$ cat src/rtl/zero_run_decode.sv
`default_nettype none
// zero_run_decode: decodes total_zeros and the run_before sequence of one CAVLC
// residual block, drives the upstream bitstream shifter and emits one run per coefficient.
module zero_run_decode #(
  parameter int CHROMA422_EN = 1,
  parameter int WIN_W        = 16
) (
  input  logic             Clk,
  input  logic             Reset,
  input  logic             Enable,
  input  logic [1:0]       Mode,
  input  logic [4:0]       TotalCoeff,
  input  logic [WIN_W-1:0] BitstreamShifted,
  output logic [4:0]       NumShift,
  output logic             ShiftEn,
  output logic             RunValid,
  output logic [3:0]       RunIdx,
  output logic [3:0]       RunBefore,
  output logic             Done,
  output logic             Error
);

  typedef enum logic [2:0] {
    S_IDLE       = 3'd0,
    S_TOTAL_ZERO = 3'd1,
    S_ZERO_RUN   = 3'd2,
    S_DONE       = 3'd3,
    S_WAIT       = 3'd4
  } state_t;

  state_t     state_q, state_d;
  logic [1:0] mode_q, mode_d;
  logic [4:0] tc_q, tc_d;
  logic [3:0] idx_q, idx_d;
  logic [3:0] zl_q, zl_d;
  logic       done_q, done_d;
  logic       error_q, error_d;

  logic [10:0] win11;
  logic [8:0]  tz_w;   // {match, length, value}
  logic [8:0]  rb_w;   // {match, length, value}
  logic [4:0]  max_in, max_q;

  assign win11 = BitstreamShifted[WIN_W-1 -: 11];

  if (WIN_W > 11) begin : g_unused_win
    logic unused_win;
    assign unused_win = ^BitstreamShifted[WIN_W-12:0];
  end

  function automatic logic [8:0] e(input int len, input int val);
    return {1'b1, 4'(len), 4'(val)};
  endfunction

  function automatic logic [4:0] max_coeff(input logic [1:0] m);
    case (m)
      2'd0:    return 5'd16;
      2'd1:    return 5'd15;
      2'd2:    return 5'd4;
      default: return 5'd8;
    endcase
  endfunction

  // 4x4 luma / AC total_zeros, tzVlcIndex 1..15
  function automatic logic [8:0] tz_luma(input logic [3:0] tc, input logic [8:0] b);
    logic [8:0] r;
    r = '0;
    case (tc)
      4'd1: casez (b)
        9'b1_????????: r = e(1,0);   9'b011_??????: r = e(3,1);
        9'b010_??????: r = e(3,2);   9'b0011_?????: r = e(4,3);
        9'b0010_?????: r = e(4,4);   9'b00011_????: r = e(5,5);
        9'b00010_????: r = e(5,6);   9'b000011_???: r = e(6,7);
        9'b000010_???: r = e(6,8);   9'b0000011_??: r = e(7,9);
        9'b0000010_??: r = e(7,10);  9'b00000011_?: r = e(8,11);
        9'b00000010_?: r = e(8,12);  9'b000000011:  r = e(9,13);
        9'b000000010:  r = e(9,14);  9'b000000001:  r = e(9,15);
        default: ;
      endcase
      4'd2: casez (b)
        9'b111_??????: r = e(3,0);   9'b110_??????: r = e(3,1);
        9'b101_??????: r = e(3,2);   9'b100_??????: r = e(3,3);
        9'b011_??????: r = e(3,4);   9'b0101_?????: r = e(4,5);
        9'b0100_?????: r = e(4,6);   9'b0011_?????: r = e(4,7);
        9'b0010_?????: r = e(4,8);   9'b00011_????: r = e(5,9);
        9'b00010_????: r = e(5,10);  9'b000011_???: r = e(6,11);
        9'b000010_???: r = e(6,12);  9'b000001_???: r = e(6,13);
        9'b000000_???: r = e(6,14);
        default: ;
      endcase
      4'd3: casez (b)
        9'b0101_?????: r = e(4,0);   9'b111_??????: r = e(3,1);
        9'b110_??????: r = e(3,2);   9'b101_??????: r = e(3,3);
        9'b0100_?????: r = e(4,4);   9'b0011_?????: r = e(4,5);
        9'b100_??????: r = e(3,6);   9'b011_??????: r = e(3,7);
        9'b0010_?????: r = e(4,8);   9'b00011_????: r = e(5,9);
        9'b00010_????: r = e(5,10);  9'b000001_???: r = e(6,11);
        9'b00001_????: r = e(5,12);  9'b000000_???: r = e(6,13);
        default: ;
      endcase
      4'd4: casez (b)
        9'b00011_????: r = e(5,0);   9'b111_??????: r = e(3,1);
        9'b0101_?????: r = e(4,2);   9'b0100_?????: r = e(4,3);
        9'b110_??????: r = e(3,4);   9'b101_??????: r = e(3,5);
        9'b100_??????: r = e(3,6);   9'b0011_?????: r = e(4,7);
        9'b011_??????: r = e(3,8);   9'b0010_?????: r = e(4,9);
        9'b00010_????: r = e(5,10);  9'b00001_????: r = e(5,11);
        9'b00000_????: r = e(5,12);
        default: ;
      endcase
      4'd5: casez (b)
        9'b0101_?????: r = e(4,0);   9'b0100_?????: r = e(4,1);
        9'b0011_?????: r = e(4,2);   9'b111_??????: r = e(3,3);
        9'b110_??????: r = e(3,4);   9'b101_??????: r = e(3,5);
        9'b100_??????: r = e(3,6);   9'b011_??????: r = e(3,7);
        9'b0010_?????: r = e(4,8);   9'b00001_????: r = e(5,9);
        9'b0001_?????: r = e(4,10);  9'b00000_????: r = e(5,11);
        default: ;
      endcase
      4'd6: casez (b)
        9'b000001_???: r = e(6,0);   9'b00001_????: r = e(5,1);
        9'b111_??????: r = e(3,2);   9'b110_??????: r = e(3,3);
        9'b101_??????: r = e(3,4);   9'b100_??????: r = e(3,5);
        9'b011_??????: r = e(3,6);   9'b010_??????: r = e(3,7);
        9'b0001_?????: r = e(4,8);   9'b001_??????: r = e(3,9);
        9'b000000_???: r = e(6,10);
        default: ;
      endcase
      4'd7: casez (b)
        9'b000001_???: r = e(6,0);   9'b00001_????: r = e(5,1);
        9'b101_??????: r = e(3,2);   9'b100_??????: r = e(3,3);
        9'b011_??????: r = e(3,4);   9'b11_???????: r = e(2,5);
        9'b010_??????: r = e(3,6);   9'b0001_?????: r = e(4,7);
        9'b001_??????: r = e(3,8);   9'b000000_???: r = e(6,9);
        default: ;
      endcase
      4'd8: casez (b)
        9'b000001_???: r = e(6,0);   9'b0001_?????: r = e(4,1);
        9'b00001_????: r = e(5,2);   9'b011_??????: r = e(3,3);
        9'b11_???????: r = e(2,4);   9'b10_???????: r = e(2,5);
        9'b010_??????: r = e(3,6);   9'b001_??????: r = e(3,7);
        9'b000000_???: r = e(6,8);
        default: ;
      endcase
      4'd9: casez (b)
        9'b000001_???: r = e(6,0);   9'b000000_???: r = e(6,1);
        9'b0001_?????: r = e(4,2);   9'b11_???????: r = e(2,3);
        9'b10_???????: r = e(2,4);   9'b001_??????: r = e(3,5);
        9'b01_???????: r = e(2,6);   9'b00001_????: r = e(5,7);
        default: ;
      endcase
      4'd10: casez (b)
        9'b00001_????: r = e(5,0);   9'b00000_????: r = e(5,1);
        9'b001_??????: r = e(3,2);   9'b11_???????: r = e(2,3);
        9'b10_???????: r = e(2,4);   9'b01_???????: r = e(2,5);
        9'b0001_?????: r = e(4,6);
        default: ;
      endcase
      4'd11: casez (b)
        9'b0000_?????: r = e(4,0);   9'b0001_?????: r = e(4,1);
        9'b001_??????: r = e(3,2);   9'b010_??????: r = e(3,3);
        9'b1_????????: r = e(1,4);   9'b011_??????: r = e(3,5);
        default: ;
      endcase
      4'd12: casez (b)
        9'b0000_?????: r = e(4,0);   9'b0001_?????: r = e(4,1);
        9'b01_???????: r = e(2,2);   9'b1_????????: r = e(1,3);
        9'b001_??????: r = e(3,4);
        default: ;
      endcase
      4'd13: casez (b)
        9'b000_??????: r = e(3,0);   9'b001_??????: r = e(3,1);
        9'b1_????????: r = e(1,2);   9'b01_???????: r = e(2,3);
        default: ;
      endcase
      4'd14: casez (b)
        9'b00_???????: r = e(2,0);   9'b01_???????: r = e(2,1);
        9'b1_????????: r = e(1,2);
        default: ;
      endcase
      4'd15: casez (b)
        9'b0_????????: r = e(1,0);   9'b1_????????: r = e(1,1);
        default: ;
      endcase
      default: ;
    endcase
    return r;
  endfunction

  function automatic logic [8:0] tz_c420(input logic [3:0] tc, input logic [2:0] b);
    logic [8:0] r;
    r = '0;
    case (tc)
      4'd1: casez (b)
        3'b1??: r = e(1,0);  3'b01?: r = e(2,1);
        3'b001: r = e(3,2);  3'b000: r = e(3,3);
        default: ;
      endcase
      4'd2: casez (b)
        3'b1??: r = e(1,0);  3'b01?: r = e(2,1);  3'b00?: r = e(2,2);
        default: ;
      endcase
      4'd3: casez (b)
        3'b1??: r = e(1,0);  3'b0??: r = e(1,1);
        default: ;
      endcase
      default: ;
    endcase
    return r;
  endfunction

  function automatic logic [8:0] tz_c422(input logic [3:0] tc, input logic [4:0] b);
    logic [8:0] r;
    r = '0;
    case (tc)
      4'd1: casez (b)
        5'b1_????: r = e(1,0);  5'b010_??: r = e(3,1);  5'b011_??: r = e(3,2);
        5'b0010_?: r = e(4,3);  5'b0011_?: r = e(4,4);  5'b0001_?: r = e(4,5);
        5'b00001:  r = e(5,6);  5'b00000:  r = e(5,7);
        default: ;
      endcase
      4'd2: casez (b)
        5'b000_??: r = e(3,0);  5'b01_???: r = e(2,1);  5'b001_??: r = e(3,2);
        5'b100_??: r = e(3,3);  5'b101_??: r = e(3,4);  5'b110_??: r = e(3,5);
        5'b111_??: r = e(3,6);
        default: ;
      endcase
      4'd3: casez (b)
        5'b000_??: r = e(3,0);  5'b001_??: r = e(3,1);  5'b01_???: r = e(2,2);
        5'b10_???: r = e(2,3);  5'b110_??: r = e(3,4);  5'b111_??: r = e(3,5);
        default: ;
      endcase
      4'd4: casez (b)
        5'b110_??: r = e(3,0);  5'b00_???: r = e(2,1);  5'b01_???: r = e(2,2);
        5'b10_???: r = e(2,3);  5'b111_??: r = e(3,4);
        default: ;
      endcase
      4'd5: casez (b)
        5'b00_???: r = e(2,0);  5'b01_???: r = e(2,1);
        5'b10_???: r = e(2,2);  5'b11_???: r = e(2,3);
        default: ;
      endcase
      4'd6: casez (b)
        5'b00_???: r = e(2,0);  5'b01_???: r = e(2,1);  5'b1_????: r = e(1,2);
        default: ;
      endcase
      4'd7: casez (b)
        5'b0_????: r = e(1,0);  5'b1_????: r = e(1,1);
        default: ;
      endcase
      default: ;
    endcase
    return r;
  endfunction

  // run_before, row selected by min(zerosLeft, 7); all-zero 11-bit prefix is the only unmatched code
  function automatic logic [8:0] run_before(input logic [3:0] zl, input logic [10:0] b);
    logic [8:0] r;
    r = '0;
    case (zl)
      4'd1: r = b[10] ? e(1,0) : e(1,1);
      4'd2: casez (b[10:8])
        3'b1??: r = e(1,0);  3'b01?: r = e(2,1);  3'b00?: r = e(2,2);
        default: ;
      endcase
      4'd3: r = e(2, 3 - int'(b[10:9]));
      4'd4: casez (b[10:8])
        3'b11?: r = e(2,0);  3'b10?: r = e(2,1);  3'b01?: r = e(2,2);
        3'b001: r = e(3,3);  3'b000: r = e(3,4);
        default: ;
      endcase
      4'd5: casez (b[10:8])
        3'b11?: r = e(2,0);  3'b10?: r = e(2,1);  3'b011: r = e(3,2);
        3'b010: r = e(3,3);  3'b001: r = e(3,4);  3'b000: r = e(3,5);
        default: ;
      endcase
      4'd6: casez (b[10:8])
        3'b11?: r = e(2,0);  3'b000: r = e(3,1);  3'b001: r = e(3,2);
        3'b011: r = e(3,3);  3'b010: r = e(3,4);  3'b101: r = e(3,5);
        3'b100: r = e(3,6);
        default: ;
      endcase
      default: casez (b)
        11'b111_????????: r = e(3,0);   11'b110_????????: r = e(3,1);
        11'b101_????????: r = e(3,2);   11'b100_????????: r = e(3,3);
        11'b011_????????: r = e(3,4);   11'b010_????????: r = e(3,5);
        11'b001_????????: r = e(3,6);   11'b0001_???????: r = e(4,7);
        11'b00001_??????: r = e(5,8);   11'b000001_?????: r = e(6,9);
        11'b0000001_????: r = e(7,10);  11'b00000001_???: r = e(8,11);
        11'b000000001_??: r = e(9,12);  11'b0000000001_?: r = e(10,13);
        11'b00000000001:  r = e(11,14);
        default: ;
      endcase
    endcase
    return r;
  endfunction

  assign max_in = max_coeff(Mode);
  assign max_q  = max_coeff(mode_q);
  assign rb_w   = run_before(zl_q, win11);

  always_comb begin
    case (mode_q)
      2'd2:    tz_w = tz_c420(tc_q[3:0], win11[10:8]);
      2'd3:    tz_w = tz_c422(tc_q[3:0], win11[10:6]);
      default: tz_w = tz_luma(tc_q[3:0], win11[10:2]);
    endcase
  end

  always_comb begin
    state_d   = state_q;
    mode_d    = mode_q;
    tc_d      = tc_q;
    idx_d     = idx_q;
    zl_d      = zl_q;
    error_d   = error_q;
    NumShift  = 5'd0;
    ShiftEn   = 1'b0;
    RunValid  = 1'b0;
    RunIdx    = 4'd0;
    RunBefore = 4'd0;

    case (state_q)
      S_IDLE: begin
        if (Enable) begin
          mode_d  = Mode;
          tc_d    = TotalCoeff;
          idx_d   = 4'd0;
          zl_d    = 4'd0;
          error_d = 1'b0;
          if (((Mode == 2'd3) && (CHROMA422_EN == 0)) || (TotalCoeff > max_in)) begin
            error_d = 1'b1;
            state_d = S_DONE;
          end else if (TotalCoeff == 5'd0) begin
            state_d = S_DONE;
          end else if (TotalCoeff == max_in) begin
            state_d = S_ZERO_RUN;
          end else begin
            state_d = S_TOTAL_ZERO;
          end
        end
      end
      S_TOTAL_ZERO: begin
        if (!tz_w[8] || ({1'b0, tz_w[3:0]} > (max_q - tc_q))) begin
          error_d = 1'b1;
          state_d = S_DONE;
        end else begin
          ShiftEn  = 1'b1;
          NumShift = {1'b0, tz_w[7:4]};
          zl_d     = tz_w[3:0];
          state_d  = S_ZERO_RUN;
        end
      end
      S_ZERO_RUN: begin
        RunIdx = idx_q;
        if ({1'b0, idx_q} == (tc_q - 5'd1)) begin
          RunValid  = 1'b1;
          RunBefore = zl_q;
          state_d   = S_DONE;
        end else if (zl_q == 4'd0) begin
          RunValid = 1'b1;
          idx_d    = idx_q + 4'd1;
        end else if (!rb_w[8] || (rb_w[3:0] > zl_q)) begin
          error_d = 1'b1;
          state_d = S_DONE;
        end else begin
          RunValid  = 1'b1;
          ShiftEn   = 1'b1;
          NumShift  = {1'b0, rb_w[7:4]};
          RunBefore = rb_w[3:0];
          zl_d      = zl_q - rb_w[3:0];
          idx_d     = idx_q + 4'd1;
        end
      end
      S_DONE: state_d = S_WAIT;
      S_WAIT: if (!Enable) state_d = S_IDLE;
      default: state_d = S_IDLE;
    endcase

    done_d = (state_d == S_DONE);
  end

  always_ff @(posedge Clk) begin
    if (Reset) begin
      state_q <= S_IDLE;
      mode_q  <= 2'd0;
      tc_q    <= 5'd0;
      idx_q   <= 4'd0;
      zl_q    <= 4'd0;
      done_q  <= 1'b0;
      error_q <= 1'b0;
    end else begin
      state_q <= state_d;
      mode_q  <= mode_d;
      tc_q    <= tc_d;
      idx_q   <= idx_d;
      zl_q    <= zl_d;
      done_q  <= done_d;
      error_q <= error_d;
    end
  end

  assign Done  = done_q;
  assign Error = error_q;

endmodule
`default_nettype wire

$ cat config.mk
export PLATFORM = sky130hd
export DESIGN_NAME = zero_run_decode
export DESIGN_NICKNAME = d
export VERILOG_FILES = /design/src/rtl/zero_run_decode.sv
export SDC_FILE = /design/constraint.sdc
export NUM_CORES = 1
export LEC_CHECK = 0
export CAP_MARGIN = 20
export CELL_PAD_IN_SITES_DETAIL_PLACEMENT = 1
export CELL_PAD_IN_SITES_GLOBAL_PLACEMENT = 2
export CORE_MARGIN = 4
export CORE_UTILIZATION = 36
export DETAILED_ROUTE_END_ITERATION = 7
export GPL_ROUTABILITY_DRIVEN = 0
export GPL_TIMING_DRIVEN = 1
export HOLD_SLACK_MARGIN = 0.03
export PLACE_DENSITY_LB_ADDON = 0.1
export SETUP_SLACK_MARGIN = 0.4
export SLEW_MARGIN = 5
export SYNTH_ARGS = -nofsm -noshare
export SYNTH_HDL_FRONTEND = slang
export SYNTH_SLANG_ARGS = --single-unit
$ cat constraint.sdc
create_clock -name Clk -period 13.9 [get_ports Clk]
set_clock_uncertainty 0.2 [all_clocks]
set_input_delay 2.78 -clock Clk [delete_from_list [all_inputs] [get_ports Clk]]
set_output_delay 2.78 -clock Clk [all_outputs]
set_load 0.02 [all_outputs]
# Word-level counts from Yosys, hierarchy flattened
# Cells that the tools add are included.
# word_totals
output_inout_bits	17
register_bits	20
# op_classes
n_lt_le_gt_ge	3
addsub	5
n_bitwise	1
eq_ne	73
mux	80
reduce_logical	20
# ops
cell	n
9-bit one-hot mux with 15 select lines	3
9-bit one-hot mux with 7 select lines	4
9-bit one-hot mux with 6 select lines	4
9-bit one-hot mux with 16 select lines	1
9-bit one-hot mux with 8 select lines	2
9-bit one-hot mux with 5 select lines	3
9-bit one-hot mux with 14 select lines	1
9-bit one-hot mux with 13 select lines	1
9-bit one-hot mux with 12 select lines	1
9-bit one-hot mux with 4 select lines	3
9-bit one-hot mux with 11 select lines	1
9-bit one-hot mux with 10 select lines	1
9-bit one-hot mux with 3 select lines	3
9-bit one-hot mux with 9 select lines	1
4-bit two-way mux	17
9-bit one-hot mux with 2 select lines	3
4-bit by 3-bit equality test with 1-bit output, second input constant	9
4-bit equality test, second input constant	8
5-bit one-hot mux with 3 select lines	2
4-bit by 2-bit equality test with 1-bit output, second input constant	6
9-bit by 2-bit equality test with 1-bit output, second input constant	2
8-bit by 2-bit equality test with 1-bit output, second input constant	2
4-bit one-hot mux with 2 select lines	2
3-bit by 2-bit equality test with 1-bit output, second input constant	5
other kinds (47)	97

# Depth between registers and ports, before layout
# logic_depth
depth_word	10
mapped_depth	23
ltp_nobuf	18

# Least setup slack after synthesis
# No wires, ideal clock.
# synth_timing
kind	input -> output
from	input BitstreamShifted[15]
to	output NumShift[0]
setup_slack_ns	4.249
t_arrival_ns	6.671
stages	19
path_buffers	4
path_cell_list	buf_2 -> buf_2 -> clkinv_1 -> ha_1 -> clkbuf_1 -> buf_2 -> nand3b_1 -> a21oi_1 -> a2111oi_0 -> o2111ai_1 -> nor4_1 -> o21ai_0 -> ha_1 -> o21ai_0 -> a21oi_1 -> o21ai_0 -> o22a_1 -> nand3_1 -> o31ai_1
# synth_via
elab_chain_len	9
# synth_rtl
item	line	text
from (decl)	13	input logic [WIN_W-1:0] BitstreamShifted,
branches (longest 8 deep; another with 4-bit by 5-bit greater-than comparator with 1-bit output)	-	
4-bit one-hot mux with 2 select lines (*)	323	case (state_q)
to (decl)	14	output logic [4:0] NumShift,
# Mark *: on every way between the ends. The select of a mux whose other input is x is not followed.

# Final worst setup path
# layout_timing
from	input BitstreamShifted[14]
to	output NumShift[0]
# Same word-level chain as after synthesis.

==> results.txt <==
----------------------------------------------------
[Status]
  Run status ... completed

[Cells and area]
  Post-route design area ... 5370 µm²
  Total inserted antenna cells ... 0
  Most frequent cells in the layout ... sky130_fd_sc_hd__a21oi_1, sky130_fd_sc_hd__nand2_1, sky130_fd_sc_hd__nor2_1
  Net count reported at finish ... 810
  Most common cell after layout, fill and taps aside ... sky130_fd_sc_hd__a21oi_1
  Area added between synthesis and finish ... 9.94%
  Fraction of layout cells with a size suffix above 1 ... under 10%

[Synthesis]
  Adder-cell share of the synthesized area ... 9.78%
  Number of library cell types mapped by synthesis ... 76
  Largest family of logic cells by synthesized area ... compound AO/OA/AOI/OAI gates
  Average instance area after synthesis ... around 6.5 µm²
  Post-synth EDFFs ... 0
  Area share of the largest cell type after synthesis ... under 10%
  FF+latch count, synth ... 20
  Cell taking the most area after synthesis ... sky130_fd_sc_hd__ha_1
  Synth async-reset ratio ... 0%
  Yosys warns ... 0
  Post-synthesis cell count ... 756
  Area share of and/or/nand/nor cells after synthesis ... 30.7%
  Multiplexer share of the synthesized area ... less than 1%
  Synth top area cells ... sky130_fd_sc_hd__ha_1, sky130_fd_sc_hd__a21oi_1, sky130_fd_sc_hd__dfxtp_1, sky130_fd_sc_hd__o21ai_0, sky130_fd_sc_hd__nand2_1
  Share of the synthesized area in compound gates (AO/OA/AOI/OAI) ... between 30% and 40%
  Proportion of synthesized chip area in sequential cells ... 8.20%
  Primary FF master, synth ... sky130_fd_sc_hd__dfxtp_1
  Synth Area in XOR/XNOR ... 3.05%
  Summed instance area of the synthesized netlist ... 4880 µm²
  Nets in the synthesized netlist ... between 800 and 900

[Clocking]
  Clock transition at path regs ... roughly 0.050 ns
  Clock buffers created by TritonCTS ... 3
  Clock sink count ... 20
  Worst-skew pair later-pin latency ... between 0.2 and 0.3 ns
  CTS H-tree depth ... 1
  Count of cells resized by post-cts repair ... 0
  Number of buffers inserted for hold repair after clock tree synthesis ... 0
  Clk root buf ... sky130_fd_sc_hd__clkbuf_16
  CTS tree ... yes
  Clock buffer depth ... 2
  Number of buffers inserted to repair setup after CTS ... 0

[STA]
  Slew at the pin closest to its max-slew limit ... around 1.2 ns
  Final-layout setup total negative slack ... 0 ns
  Final worst-path cycle share ... between 80% and 90%
  Worst slew slack as a fraction of its limit ... between 10% and 20%
  Min Clock Period, post-route ... approximately 12 ns
  Hold WS ... 0.301 ns
  Max-slew violation count ... 0
  Setup violation total in the final timing report ... 0
  RSZ-0062 raised after global routing ... false
  Highest attainable clock frequency ... roughly 84 MHz
  Final hold violations ... 0

[Floorplanning]
  Die outline width ... between 100 and 150 µm
  Die outline height ... approximately 120 µm
  Die Outline Area ... 15500 µm²
  Area inside the core boundary ... approximately 13000 µm²
  Row cnt ... between 40 and 50
  Initial core utilization ... ~37%
  Count of boundary I/O pins ... 43

[Detailed routing]
  Wire length after detailed routing ... approximately 22000 µm
  Post-detailed-route count of antenna-violating nets ... 0
  Via count ... 6205
  Total length of routed met3 wires ... roughly 2100 µm
  Wire length on met1 ... 9700 µm
  Met2 WL ... between 9000 and 10000 µm
  Length of the first detailed-routing pass in iterations ... 6
  Drt first-iter violations ... around 870
  Top routing layer in use ... met4
  Detailed-route DRC error count ... 0
  Routed WL per cell ... around 24 µm
  Mean number of vias per cell ... roughly 6.7

[Critical path]
  Path type of the worst setup path ... input pin to output port
  Worst flop-to-flop path startpoint ... tc_q[0]
  Startpoint of the worst setup timing path ... BitstreamShifted[14]
  Critical path data arrival time ... 8.99 ns
  Worst Path Required ... 10.92 ns
  Critical path fanouts, max ... 37
  R2R depth ... 17
  Worst reg2reg setup slack ... 8.93 ns
  Crit path launch type ... input pin
  Critical path capture point type ... output port

[Global routing]
  Via count of the first global-routing pass ... about 6300
  Pin count of the biggest net entering global routing ... 62
  Global Route Usage Sum ... 27.2%
  Wire length of the first global-routing pass ... ~35000 µm
  Initial antenna violation count ... 0
  GRT Residual Overflow ... 0

[Pwr]
  Leakage component of the power ... 1.93 nW
  Largest voltage drop on the vdd net ... roughly 0.052 mV
  Total power density per cell area ... around 120 nW/µm²

[Job]
  Maximum Capacitance Violations ... 0

[Worst hold path]
  Path category of the worst min-delay check ... flop to flop
  Startpoint of the worst hold path ... mode_q[0]
  Worst Hold Path Cells ... 2

[Placement]
  # port buffers ... 36
  DP Area ... approximately 5300 µm²
  Post-DP HPWL ... between 15000 and 20000 µm

----------------------------------------------------
==> where the power goes <==
part / internal [W] / switching (W)
registers: 0.0000719 / 0.0000299
clock network: 0.0000380 / 0.0000220
logic: 0.000186 / 0.000286
total: 0.000295 / 0.000338
==> critical path, stage by stage <==
cell and delay [ns]:
sky130_fd_sc_hd__clkdlybuf4s50_1 0.46, sky130_fd_sc_hd__buf_4 0.38, sky130_fd_sc_hd__clkinv_1 0.51, sky130_fd_sc_hd__ha_1 0.53
sky130_fd_sc_hd__buf_4 0.28, sky130_fd_sc_hd__nor2b_1 0.23, sky130_fd_sc_hd__nor4_1 0.23, sky130_fd_sc_hd__nor3_1 0.14
sky130_fd_sc_hd__o221a_2 0.29, sky130_fd_sc_hd__nor4_1 0.50, sky130_fd_sc_hd__o21ai_0 0.29, sky130_fd_sc_hd__ha_1 0.37
sky130_fd_sc_hd__o21ai_0 0.15, sky130_fd_sc_hd__a21oi_1 0.05, sky130_fd_sc_hd__o21ai_0 0.18, sky130_fd_sc_hd__o22a_1 0.20
sky130_fd_sc_hd__nand3_1 0.32, sky130_fd_sc_hd__o31ai_1 0.38, sky130_fd_sc_hd__clkdlybuf4s50_1 0.69
==> kinds of logic (layout without fill, tap and decap cells) <==
family | after synthesis | count (layout)
buffers and inverters | 103 | 92
adders and majority gates | 37 | 37
and+or+nand+nor | 290 | 290
AOI/OAI and AO/OA | 286 | 286
muxes | 2 | 2
DFF | 20 | 20
xor gates and xnor gates | 17 | 17
other | 1 | 1
==> cells in the mapped netlist, types with 9 or more instances <==
cell type / number
sky130_fd_sc_hd__nor2_1: 62
sky130_fd_sc_hd__o221ai_1: 11
sky130_fd_sc_hd__o22ai_1: 11
sky130_fd_sc_hd__nor3_1: 26
sky130_fd_sc_hd__o31ai_1: 9
sky130_fd_sc_hd__a21o_1: 10
sky130_fd_sc_hd__a31oi_1: 13
sky130_fd_sc_hd__xnor2_1: 15
sky130_fd_sc_hd__nand2_1: 73
sky130_fd_sc_hd__and3_1: 13
sky130_fd_sc_hd__nor4_1: 10
sky130_fd_sc_hd__clkbuf_1: 42
sky130_fd_sc_hd__nand2b_1: 18
sky130_fd_sc_hd__o211ai_1: 12
sky130_fd_sc_hd__o21ai_0: 57
sky130_fd_sc_hd__nand3_1: 12
sky130_fd_sc_hd__inv_1: 33
sky130_fd_sc_hd__nor2b_1: 16
sky130_fd_sc_hd__dfxtp_1: 20
sky130_fd_sc_hd__a211oi_1: 14
sky130_fd_sc_hd__a21oi_1: 81
sky130_fd_sc_hd__buf_2: 17
sky130_fd_sc_hd__ha_1: 35
==> final cells by class <==
| type | instances | area [µm²] |
|---|---|---|
| Fill cell | 1736 | 7870 |
| Clock buffer | 3 | 75.1 |
| Sequential cell | 20 | 400 |
| Timing Repair Buffer | 52 | 470 |
| Multi-Input combinational cell | 633 | 4070 |
| Inverter | 37 | 139 |
| Tap cell | 176 | 220 |
==> sequential cells by signal, summed over array words and instances (netlist names) <==
name,cells
zl_q,4
mode_q,2
state_q,3
tc_q,5
Done,1
Error,1
idx_q,4
==> metrics by stage <==
step                      total power [W]  setup slack, ns  util (%)  cells
after floorplan                  0.000433             4.25         -    756
after global placement           0.000550             2.30      40.0    918
after detailed placement         0.000566             2.08      40.0    918
after CTS                        0.000631             2.02      40.6    921
after global routing             0.000693             1.56      40.6    921
final                            0.000634             1.93      40.6    921
==> final timing paths <==
| kind | to |
|---|---|
| setup reg to reg | zl_q[2] |
| setup / recovery | NumShift[0] |
| hold reg to reg | mode_q[0] |
| hold / removal | mode_q[0] |
==> metal layers <==
| metal | global-route usage, % | vias up |
|---|---|---|
| li1 | - | 2789 |
| met1 | 38.3 | 3003 |
| met2 | 42.0 | 338 |
| met3 | 5.87 | 75 |
| met4 | 7.48 | 0 |
| met5 | 0 | - |
No activity file was read; power rests on OpenSTA's default activity.
